**src/rtl/code_entry_ctrl.sv**
```systemverilog
// rtl/code_entry_ctrl.sv - keypad code entry controller with retry limit and timed lockout
// Four-digit 2-bit code entry; all outputs are registered next-state values.
module code_entry_ctrl #(
  parameter int         MAX_TRIES   = 3,
  parameter int         LOCK_CYCLES = 1000,
  parameter logic [7:0] RESET_CODE  = 8'h1B
) (
  input  logic       Clk,
  input  logic       Rst,
  input  logic [3:0] btn_pulse,
  input  logic       enter_pulse,
  input  logic       clr_pulse,
  input  logic       load_en,
  input  logic [7:0] load_code,
  output logic [7:0] entered_code,
  output logic [2:0] digit_cnt,
  output logic       unlock,
  output logic       fail,
  output logic       lockout,
  output logic [1:0] attempts_left,
  output logic       arb_drop
);

  typedef enum logic [2:0] {IDLE, ENTRY, CHECK, UNLOCKED, LOCKOUT} state_t;

  state_t      state, state_n;
  logic [7:0]  secret, secret_n;
  logic [7:0]  code_n;
  logic [2:0]  cnt_n;
  logic        unlock_n, fail_n, lockout_n, drop_n;
  logic [1:0]  att_n;
  logic [15:0] lock_cnt, lock_cnt_n;
  logic [1:0]  digit;
  logic        btn_any, btn_multi;

  // Lowest-index button wins arbitration.
  always_comb begin
    digit = 2'd3;
    if (btn_pulse[0])      digit = 2'd0;
    else if (btn_pulse[1]) digit = 2'd1;
    else if (btn_pulse[2]) digit = 2'd2;
  end

  assign btn_any   = |btn_pulse;
  assign btn_multi = (btn_pulse & (btn_pulse - 4'd1)) != 4'd0;

  always_ff @(posedge Clk) begin
    if (!Rst) begin
      state         <= IDLE;
      secret        <= RESET_CODE;
      entered_code  <= 8'd0;
      digit_cnt     <= 3'd0;
      unlock        <= 1'b0;
      fail          <= 1'b0;
      lockout       <= 1'b0;
      attempts_left <= 2'(MAX_TRIES);
      arb_drop      <= 1'b0;
      lock_cnt      <= 16'd0;
    end else begin
      state         <= state_n;
      secret        <= secret_n;
      entered_code  <= code_n;
      digit_cnt     <= cnt_n;
      unlock        <= unlock_n;
      fail          <= fail_n;
      lockout       <= lockout_n;
      attempts_left <= att_n;
      arb_drop      <= drop_n;
      lock_cnt      <= lock_cnt_n;
    end
  end

  always_comb begin
    state_n    = state;
    secret_n   = secret;
    code_n     = entered_code;
    cnt_n      = digit_cnt;
    unlock_n   = unlock;
    fail_n     = 1'b0;
    lockout_n  = lockout;
    att_n      = attempts_left;
    drop_n     = btn_any;
    lock_cnt_n = lock_cnt;

    case (state)
      IDLE, ENTRY: begin
        // Secret load is independent of whatever else happens this cycle.
        if (state == IDLE && load_en) secret_n = load_code;
        if (clr_pulse) begin
          code_n  = 8'd0;
          cnt_n   = 3'd0;
          state_n = IDLE;
        end else if (enter_pulse) begin
          state_n = CHECK;
        end else if (btn_any && digit_cnt < 3'd4) begin
          code_n  = {entered_code[5:0], digit};
          cnt_n   = digit_cnt + 3'd1;
          state_n = ENTRY;
          drop_n  = btn_multi;
        end
      end

      CHECK: begin
        if (digit_cnt == 3'd4 && entered_code == secret) begin
          state_n  = UNLOCKED;
          unlock_n = 1'b1;
          att_n    = 2'(MAX_TRIES);
        end else begin
          fail_n = 1'b1;
          att_n  = attempts_left - 2'd1;
          code_n = 8'd0;
          cnt_n  = 3'd0;
          if (attempts_left <= 2'd1) begin
            state_n    = LOCKOUT;
            lockout_n  = 1'b1;
            lock_cnt_n = 16'(LOCK_CYCLES - 1);
          end else begin
            state_n = IDLE;
          end
        end
      end

      UNLOCKED: begin
        if (clr_pulse) begin
          unlock_n = 1'b0;
          code_n   = 8'd0;
          cnt_n    = 3'd0;
          state_n  = IDLE;
        end
      end

      LOCKOUT: begin
        if (lock_cnt == 16'd0) begin
          state_n   = IDLE;
          lockout_n = 1'b0;
          att_n     = 2'(MAX_TRIES);
        end else begin
          lock_cnt_n = lock_cnt - 16'd1;
        end
      end

      default: state_n = IDLE;
    endcase
  end

endmodule

```
**config.mk**
```make
export PLATFORM = sky130hd
export DESIGN_NAME = code_entry_ctrl
export DESIGN_NICKNAME = d
export VERILOG_FILES = /design/src/rtl/code_entry_ctrl.sv
export SDC_FILE = /design/constraint.sdc
export NUM_CORES = 1
export LEC_CHECK = 0
export ABC_AREA = 1
export CORE_MARGIN = 3
export CORE_UTILIZATION = 52
export CTS_CLUSTER_SIZE = 28
export DETAILED_ROUTE_END_ITERATION = 10
export PLACE_DENSITY_LB_ADDON = 0.1
export SETUP_SLACK_MARGIN = 0.5
export SYNTH_ARGS = -nofsm -noshare
export SYNTH_HDL_FRONTEND = slang
export SYNTH_SLANG_ARGS = --single-unit
export TNS_END_PERCENT = 20
```
**constraint.sdc**
```tcl
create_clock -name Clk -period 3.6 [get_ports Clk]
set_input_delay 0.72 -clock Clk [delete_from_list [all_inputs] [get_ports Clk]]
set_output_delay 0.72 -clock Clk [all_outputs]
set_load 0.01 [all_outputs]
```
=== Yosys cells after proc, flatten, opt, wreduce, memory -nomap -nowiden ===
Cells that the tools add are included.

* Flip-flop bits (word level): 44
* Bits of input ports: 17
* Output and inout bits: 17
* Word-level logic and storage cells: 92

* $add $sub $neg: 4
* Magnitude comparators: 2
* Eq/ne operators: 15
* Multiplexer cells: 41
* Bitwise gates (word level): 1
* Reduce and logical (&&, ||, !) cells: 19

{| class="wikitable"
|+ Operator list
! kind !! number
|-
| two-way mux 16 bit || 3
|-
| two-way mux 8 bit || 5
|-
| two-way mux 3 bit || 11
|-
| case mux 16 bit (2 select lines) || 1
|-
| case mux 8 bit (3 select lines) || 1
|-
| logical NOT 16 bit || 1
|-
| subtractor 16 x 1 -> 16 bit (second input constant) || 1
|-
| inequality test 2 bit (second input constant) || 6
|-
| case mux 3 bit (4 select lines) || 1
|-
| two-way mux 1 bit || 11
|-
| case mux 3 bit (3 select lines) || 1
|-
| equality test 8 bit || 1
|-
| two-way mux 2 bit || 4
|-
| AND reduction 4 bit || 2
|-
| equality test 3 x 2 -> 1 bit (second input constant) || 2
|-
| equality test 3 bit (second input constant) || 2
|-
| inequality test 3 bit (second input constant) || 2
|-
| AND reduction 2 bit || 3
|-
| AND reduction 3 bit || 2
|-
| AND reduction 5 bit || 1
|-
| AND 4 bit || 1
|-
| inequality test 4 bit (second input constant) || 1
|-
| case mux 1 bit (2 select lines) || 2
|-
| case mux 2 bit (2 select lines) || 1
|-
| other kinds (13) || 16
|}

=== Logic depth before layout (Yosys ltp) ===
Gate-level depths: netlist of run 1.

* Word-level depth: 7
* Mapped depth: 12
* Depth with buffers taken out: 12

=== Least setup slack after synthesis of run 1 ===
Ideal clock, no wire load.

* Path type: input -> register
* Start point: in clr_pulse
* End point: reg digit_cnt[1]
* Library setup time: 0.128 ns
* Arrival time: 1.638 ns
* Data required time: 3.472 ns
* Path slack: 1.835 ns
* Stages on the path: 8
* Buffers on the path: 2
* Cells stage by stage: clkbuf_2 nand3b_1 nand2_1 a21oi_1 buf_2 nand4_1 nand2_1 nor2_1

* Longest elaborated chain between the ends: 2
* Elaborated cells on any way between the ends: 6
* Those cells by class: eq/ne: 3; mux: 2; reduce/logical: 1

{| class="wikitable"
|+ Ends and longest elaborated chain
! item !! line !! RTL
|-
| start, declared || 12 || <nowiki>input logic clr_pulse,</nowiki>
|-
| inequality test 3 bit (no source line) (tied with other cells) || - ||
|-
| AND reduction 5 bit (no source line) / case mux 3 bit (3 select lines) (equally long branches) || - ||
|-
| end signal, assigned || 63 || <nowiki>digit_cnt <= cnt_n;</nowiki>
|-
| end, declared || 16 || <nowiki>output logic [2:0] digit_cnt,</nowiki>
|}

Several ways; a longest one is shown, not always the timed one.
A chain may end at the register's enable or synchronous reset.

=== Worst setup path in the final report of run 1 ===
* Start point: in clr_pulse
* End point: reg entered_code[1]

* Longest elaborated chain between the ends: 2
* Elaborated cells on any way between the ends: 6
* Those cells by class: eq/ne: 3; mux: 2; reduce/logical: 1

{| class="wikitable"
|+ Ends and longest elaborated chain
! item !! line !! RTL
|-
| inequality test 3 bit (no source line) (tied with other cells) || - ||
|-
| AND reduction 5 bit (no source line) / case mux 8 bit (3 select lines) (equally long branches) || - ||
|-
| end signal, assigned || 62 || <nowiki>entered_code <= code_n;</nowiki>
|-
| end, declared || 15 || <nowiki>output logic [7:0] entered_code,</nowiki>
|}

Several ways; a longest one is shown, not always the timed one.

==> results.cfg, run 1 <==
[outcome]
run_status = finished, final reports clean

[logic_synthesis]
synth_area_per_cell_um2 = 6.53
yosysSeqAreaShare_pct = 34.4
syn_inst = 392
ys_ff_latch = 44
syn_nets = 414
ys_warn_count = 0
ys_types = 32
synth_area_um2 = 2560

[clocking]
clkSlewWorstSetupHoldPaths_ns = 0.08
cts_buffer_depth = 2
ctsHtreeMaxLevel = 2
clock_sinks = 44
post-cts-setup-buffers = 0
ctsResizeCount = 0
clockRootBuffer = clkbuf_8
numCtsBuffers = 5
clkLatencyLatePin_ns = 0.30
cts_tree = yes
hold_buffers = 0

[die]
die_y_um = 76.1
rows = 24
coreArea_um2 = 4560
die_area_um2 = 5800
die_width_um = 76.1
ios = 34
initial_utilization_pct = 56.1

[detailed_routing]
wl_per_cell_um = 11.9
routed_wl_um = 5820
drcViolationCount = 0
drt.antenna.violating_nets = 0
dr.first_iter.drc_count = 83
drt-vias-per-instance = 5.08
num_vias = 2476
first_pass_iters = 4

[global_routing]
use_met2_pct = 38.6
grt_antenna_before_repair = 0
grt.overflow.total = 0
gr-usage-met1_pct = 25.3
top_usage_layer = met2
use_met3_pct = 5.20
grtUsageTotal_pct = 21.5
grt_pass1_wl_um = 10500
grt_max_degree = 29
grt_pass1_vias = 2365

[timing]
hold_violations = 0
period_share_pct = 71.6
skew_ns = 0.00567
grt_setup_unrepaired = false
holdWs_ns = 0.471
worst_pin_slew_ns = 0.754
fin_setup_tns_ns = 0
maxSlewViolCount = 0
finalCriticalPeriod_ns = 2.58
max_freq_ghz = 0.388
finalSetupViolCount = 0
slew_headroom_pct = 49.7
finalWorstSetupSlack_ns = 1.02

[critical_path]
r2r_setup_slack_ns = 1.60
cp_max_fo = 12
r2r-end = entered_code[1]$_SDFFE_PN0P_
r2r_cells = 7
startpoint_type = input port
required_ns = 3.80
reg2reg_from = state[2]$_SDFFE_PN0P_
endpoint_kind = register
path_class = in -> reg
cp.arrival_ns = 2.78

[power_and_ir_drop]
total_leakage_power_nw = 1.45
p_per_area_nw_per_um2 = 352
max-vdd-ir-drop_v = 0.000250

[placed_design]
pre_cts_ws_ns = 0.737
gp_congestion = 0.859
dp_hpwl_um = 4180
io_buffers = 33

[worst_hold_path]
min-delay-start = unlock$_SDFFE_PN0P_
hold_class = reg -> reg
holdPathStages = 2
holdPathEnd = unlock$_SDFFE_PN0P_

[layout]
area_growth_pct = 16.7
layout.nets = 443
drive_gt1_share_pct = 7.58
fin_util_pct = 65.4
antenna_cells = 0

[run]
drv_cap = 0
-- critical path, stage by stage --
cell             delay (ns)
clkdlybuf4s50_1        0.60
nand3b_1               0.19
nand2_1                0.07
a21oi_1                0.59
nand3_2                0.35
nor2_1                 0.19
nor2_1                 0.06
-- where the power goes --
part	internal, W	switching [W]	leakage [nW]	total, W
combinational	0.0000895	0.000110	1.05	0.000200
sequential	0.000509	0.0000194	0.359	0.000528
clock	0.000157	0.000166	0.0455	0.000323
total	0.000755	0.000296	1.45	0.00105
-- stage by stage --
step                      area [um^2]  power, W  cells
after floorplan                  2560  0.000673    392
after CTS                        2990   0.00106    487
after global routing             2990   0.00111    487
after detailed placement         2900  0.000740    479
final                            2990   0.00105    487
after global placement           2900  0.000736    479
-- Yosys cell counts --
| master | count | area, um^2 |
|---|---|---|
| nor2_1 | 61 | 229 |
| xor2_1 | 9 | 78.8 |
| or2_2 | 6 | 37.5 |
| a21oi_1 | 24 | 120 |
| clkbuf_1 | 5 | 18.8 |
| a41oi_1 | 1 | 8.76 |
| buf_2 | 2 | 10.0 |
| buf_6 | 3 | 33.8 |
| nor4_1 | 1 | 6.26 |
| dfxtp_1 | 44 | 881 |
| o21ai_1 | 1 | 5.00 |
| nand2_4 | 2 | 22.5 |
| nor2_2 | 3 | 18.8 |
| inv_1 | 40 | 150 |
| clkinv_1 | 1 | 3.75 |
| xnor2_1 | 2 | 17.5 |
| o211ai_1 | 5 | 37.5 |
| nor2_4 | 3 | 33.8 |
| nand3_2 | 3 | 30.0 |
| nand2_2 | 3 | 18.8 |
| inv_2 | 3 | 11.3 |
| ha_1 | 5 | 62.6 |
| nand4_1 | 11 | 68.8 |
| nor3_1 | 5 | 25.0 |
| nand3_1 | 26 | 130 |
| nand2_1 | 109 | 409 |
| buf_4 | 1 | 7.51 |
| buf_8 | 1 | 15.0 |
| o21ai_0 | 9 | 45.0 |
| nor3_2 | 1 | 10.0 |
| clkbuf_2 | 1 | 5.00 |
| nand3b_1 | 1 | 7.51 |
-- worst max path at each step --
stage / start / to / slack [ns] / depth (start not counted)
3_5_place_dp: clr_pulse / entered_code[1]$_SDFFE_PN0P_ / 0.74 / 7
3_3_place_gp: clr_pulse / entered_code[1]$_SDFFE_PN0P_ / 0.83 / 7
6_report: clr_pulse / entered_code[1]$_SDFFE_PN0P_ / 1.02 / 7
2_1_floorplan: clr_pulse / digit_cnt[1]$_SDFFE_PN0P_ / 1.83 / 8
5_1_grt: clr_pulse / entered_code[6]$_SDFFE_PN0P_ / 0.77 / 8
4_1_cts: clr_pulse / entered_code[1]$_SDFFE_PN0P_ / 1.07 / 7
-- layout make-up --
type                            count  area, um^2
Fill cell                         433        1580
Multi-Input combinational cell    291        1420
Sequential cell                    44         881
Timing Repair Buffer               35         345
Inverter                           44         165
Clock buffer                        8        90.1
Tap cell                           65        81.3
-- state kept, by name, summed over array words and instances, names as in the netlist --
name           flops
lockout            1
fail               1
unlock             1
state              3
attempts_left      2
secret             8
lock_cnt          16
entered_code       8
arb_drop           1
digit_cnt          3
-- cell families after synthesis --
| group | share of synthesized area [%] |
|---|---|
| AO/OA/AOI/OAI | 8.46 |
| AND/OR/NAND/NOR | 40.9 |
| flip-flops | 34.4 |
| buffers and inverters | 9.97 |
| adder cells (fa/ha/maj) | 2.44 |
| XOR/XNOR | 3.77 |
-- metal layers --
metal	routed length, um	share of wire, %
met1	2630	45
met2	2870	49
met3	211	3.6
met4	108	1.9
met5	0	0
-- layout by cell type, fill, tap and decap left out --
| master | instances |
|---|---|
| a41oi_1 | 1 |
| nand2_4 | 2 |
| inv_2 | 3 |
| nor3_1 | 5 |
| nand3_2 | 3 |
| nor4_1 | 1 |
| clkbuf_8 | 6 |
| clkbuf_1 | 2 |
| nand2_2 | 3 |
| buf_4 | 2 |
| xnor2_1 | 2 |
| clkdlybuf4s50_1 | 33 |
| nand3b_1 | 1 |
| clkinv_1 | 1 |
| nand2_1 | 109 |
| o21ai_1 | 1 |
| a21oi_1 | 24 |
| nand3_1 | 26 |
| nor2_2 | 3 |
| nor2_4 | 3 |
| nand4_1 | 11 |
| inv_1 | 40 |
| or2_2 | 6 |
| nor3_2 | 1 |
| o211ai_1 | 5 |
| o21ai_0 | 9 |
| nor2_1 | 61 |
| dfxtp_1 | 44 |
| xor2_1 | 9 |
| ha_1 | 5 |
Note: power is estimated with default switching activity, not from simulation.
==> run 2: changes to the inputs <==
- CORE_UTILIZATION: 52 -> 50
- clock period: 3.6 -> 2.35 ns (I/O delays scaled with it)
==> run 2 against run 1 <==
Die area grew 3.7%. Combinational power is 57% higher. Final cell count rose by 1.2%. Routed wire length grew 2.9%. Non-clock buffer count rose by 5. Total power rose by 51%. Worst hold slack better by 0.0028 ns. Clock power rose by 44%. Cell area increased by 2.1%. Utilization is 2.6 points lower.
==> results.cfg, run 2 (synthesis results as in run 1) <==
[critical_path]
required_ns = 1.88
path_class = reg -> out
startpoint_type = register
critical_path_buf_inv_count = 1
cp_cell_sequence = clkdlybuf4s50_1
cp_max_fo = 7
slowest_stage = clkdlybuf4s50_1
endpoint_kind = output pin
r2r_setup_slack_ns = 0.62
cp.arrival_ns = 1.30
cpLargestDelayFamily = buffers and inverters
slowest_delay_ns = 0.58

[layout]
top_register = lock_cnt
drive_gt1_share_pct = 9.15
largest_reg_flops = 16
layout.nets = 448
antenna_cells = 0
mostFrequentLayoutCell = nand2_1
reg_top3 = lock_cnt x16, entered_code x8, secret x8
final_cell_mix = 109 x nand2_1, 61 x nor2_1, 44 x dfxtp_1, 40 x inv_1, 32 x clkdlybuf4s50_1
area_growth_pct = 19.1

[clocking]
cts_tree = yes
clkSlewWorstSetupHoldPaths_ns = 0.08
cts_buffer_depth = 2
hold_buffers = 0
clockRootBuffer = clkbuf_8
clkLatencyLatePin_ns = 0.30
post-cts-setup-buffers = 0
clock_sinks = 44
numCtsBuffers = 5
ctsHtreeMaxLevel = 2

[global_routing]
grt_pass1_vias = 2367
grtUsageTotal_pct = 20.9
grt.overflow.total = 0
grt_max_degree = 29
grt_antenna_before_repair = 0
grt_pass1_wl_um = 10300

[detailed_routing]
first_pass_iters = 4
drt.antenna.violating_nets = 0
dr.first_iter.drc_count = 171
num_vias = 2495
routed_wl_um = 5990
drcViolationCount = 0
wl_per_cell_um = 12.1
drt-vias-per-instance = 5.06

[die]
die_y_um = 77.5
die_width_um = 77.5
die_area_um2 = 6010
rows = 25
ios = 34
coreArea_um2 = 4850
initial_utilization_pct = 52.8

[placed_design]
gp_congestion = 0.835
pre_cts_ws_ns = 0.239
dp_hpwl_um = 4290
io_buffers = 33

[timing]
finalWorstSetupSlack_ns = 0.579
hold_violations = 0
finalSetupViolCount = 0
maxSlewViolCount = 0
period_share_pct = 75.4
max_freq_ghz = 0.565
slew_headroom_pct = 65.6
grt_setup_unrepaired = true
worst_pin_slew_ns = 0.516
skew_ns = 0.0103
fin_setup_tns_ns = 0
finalCriticalPeriod_ns = 1.77

[power_and_ir_drop]
power_frac_clock_pct = 29.3
p_sw_w = 0.000465
total_leakage_power_nw = 1.49
p_sw_share_pct = 29.3
p_per_area_nw_per_um2 = 522
max-vdd-ir-drop_v = 0.000472
power.share.sequential_pct = 50.9
pwr-share-comb_pct = 19.8
p_int_w = 0.00112

[run]
drv_cap = 0

[worst_hold_path]
hold_class = reg -> reg

[outcome]
run_status = finished, final reports clean
## run 2: cell types whose count changed in the layout (fill, tap and decap cells not counted), sizes merged
cell           change
buf                +5
clkbuf             -2
dlymetal6s2s       +1
clkinv             +1
clkdlybuf4s50      -1
## run 2: worst paths after layout
| check | startpoint | endpoint | cells after the start |
|---|---|---|---|
| min | secret[5]$_SDFFE_PN0P_ | secret[5]$_SDFFE_PN0P_ | 2 |
| min reg2reg | secret[5]$_SDFFE_PN0P_ | secret[5]$_SDFFE_PN0P_ | 2 |
| max | digit_cnt[2]$_SDFFE_PN0P_ | digit_cnt[2] | 1 |
| max reg2reg | digit_cnt[0]$_SDFFE_PN0P_ | lock_cnt[1]$_SDFFE_PN0P_ | 11 |
## run 2: tightest hold or removal path: stages (launching register included)
cell and delay [ns]:
dfxtp_1 0.32, inv_1 0.06, a21oi_1 0.06
## run 2: through the flow
| stage | hold slack, ns | area (um^2) | util [%] | instances | power (W) |
|---|---|---|---|---|---|
| 6_report | 0.474 | 3050 | 62.8 | 493 | 0.00159 |
| 2_1_floorplan | 0.444 | 2560 | - | 392 | 0.00103 |
| 3_5_place_dp | 0.459 | 2940 | 60.5 | 486 | 0.00114 |
| 5_1_grt | 0.512 | 3050 | 62.8 | 493 | 0.00167 |
| 3_3_place_gp | 0.454 | 2940 | 60.5 | 486 | 0.00113 |
| 4_1_cts | 0.473 | 3020 | 62.3 | 493 | 0.00160 |
## run 2: cell type report
| cell class | count | area, um^2 |
|---|---|---|
| Clock buffer | 6 | 72.6 |
| Clock inverter | 1 | 5.00 |
| Fill cell | 483 | 1800 |
| Inverter | 44 | 165 |
| Multi-Input combinational cell | 291 | 1450 |
| Sequential cell | 44 | 881 |
| Tap cell | 67 | 83.8 |
| Timing Repair Buffer | 40 | 385 |
## run 2: metal layers
| metal | vias to the layer above | GRT usage (%) | share of wire [%] |
|---|---|---|---|
| li1 | 1310 | - | - |
| met1 | 1124 | 25.6 | 44 |
| met2 | 51 | 36.8 | 50 |
| met3 | 10 | 3.83 | 4.0 |
| met4 | 0 | 6.94 | 1.4 |
| met5 | - | 0 | 0 |
## run 2: power by group through the flow
stage | registers (W) | clock network, W | logic, W
global placement | 0.000827 | 0 | 0.000306
detailed placement | 0.000827 | 0 | 0.000311
CTS | 0.000810 | 0.000476 | 0.000313
floorplan | 0.000828 | 0 | 0.000204
global route | 0.000816 | 0.000498 | 0.000355
finish | 0.000809 | 0.000465 | 0.000315
## run 2: what timing repair did
action                                  4_1_cts  5_1_grt
gates resized for setup                       1        7
endpoints found under the setup margin        2       28
pin swaps                                     0        1
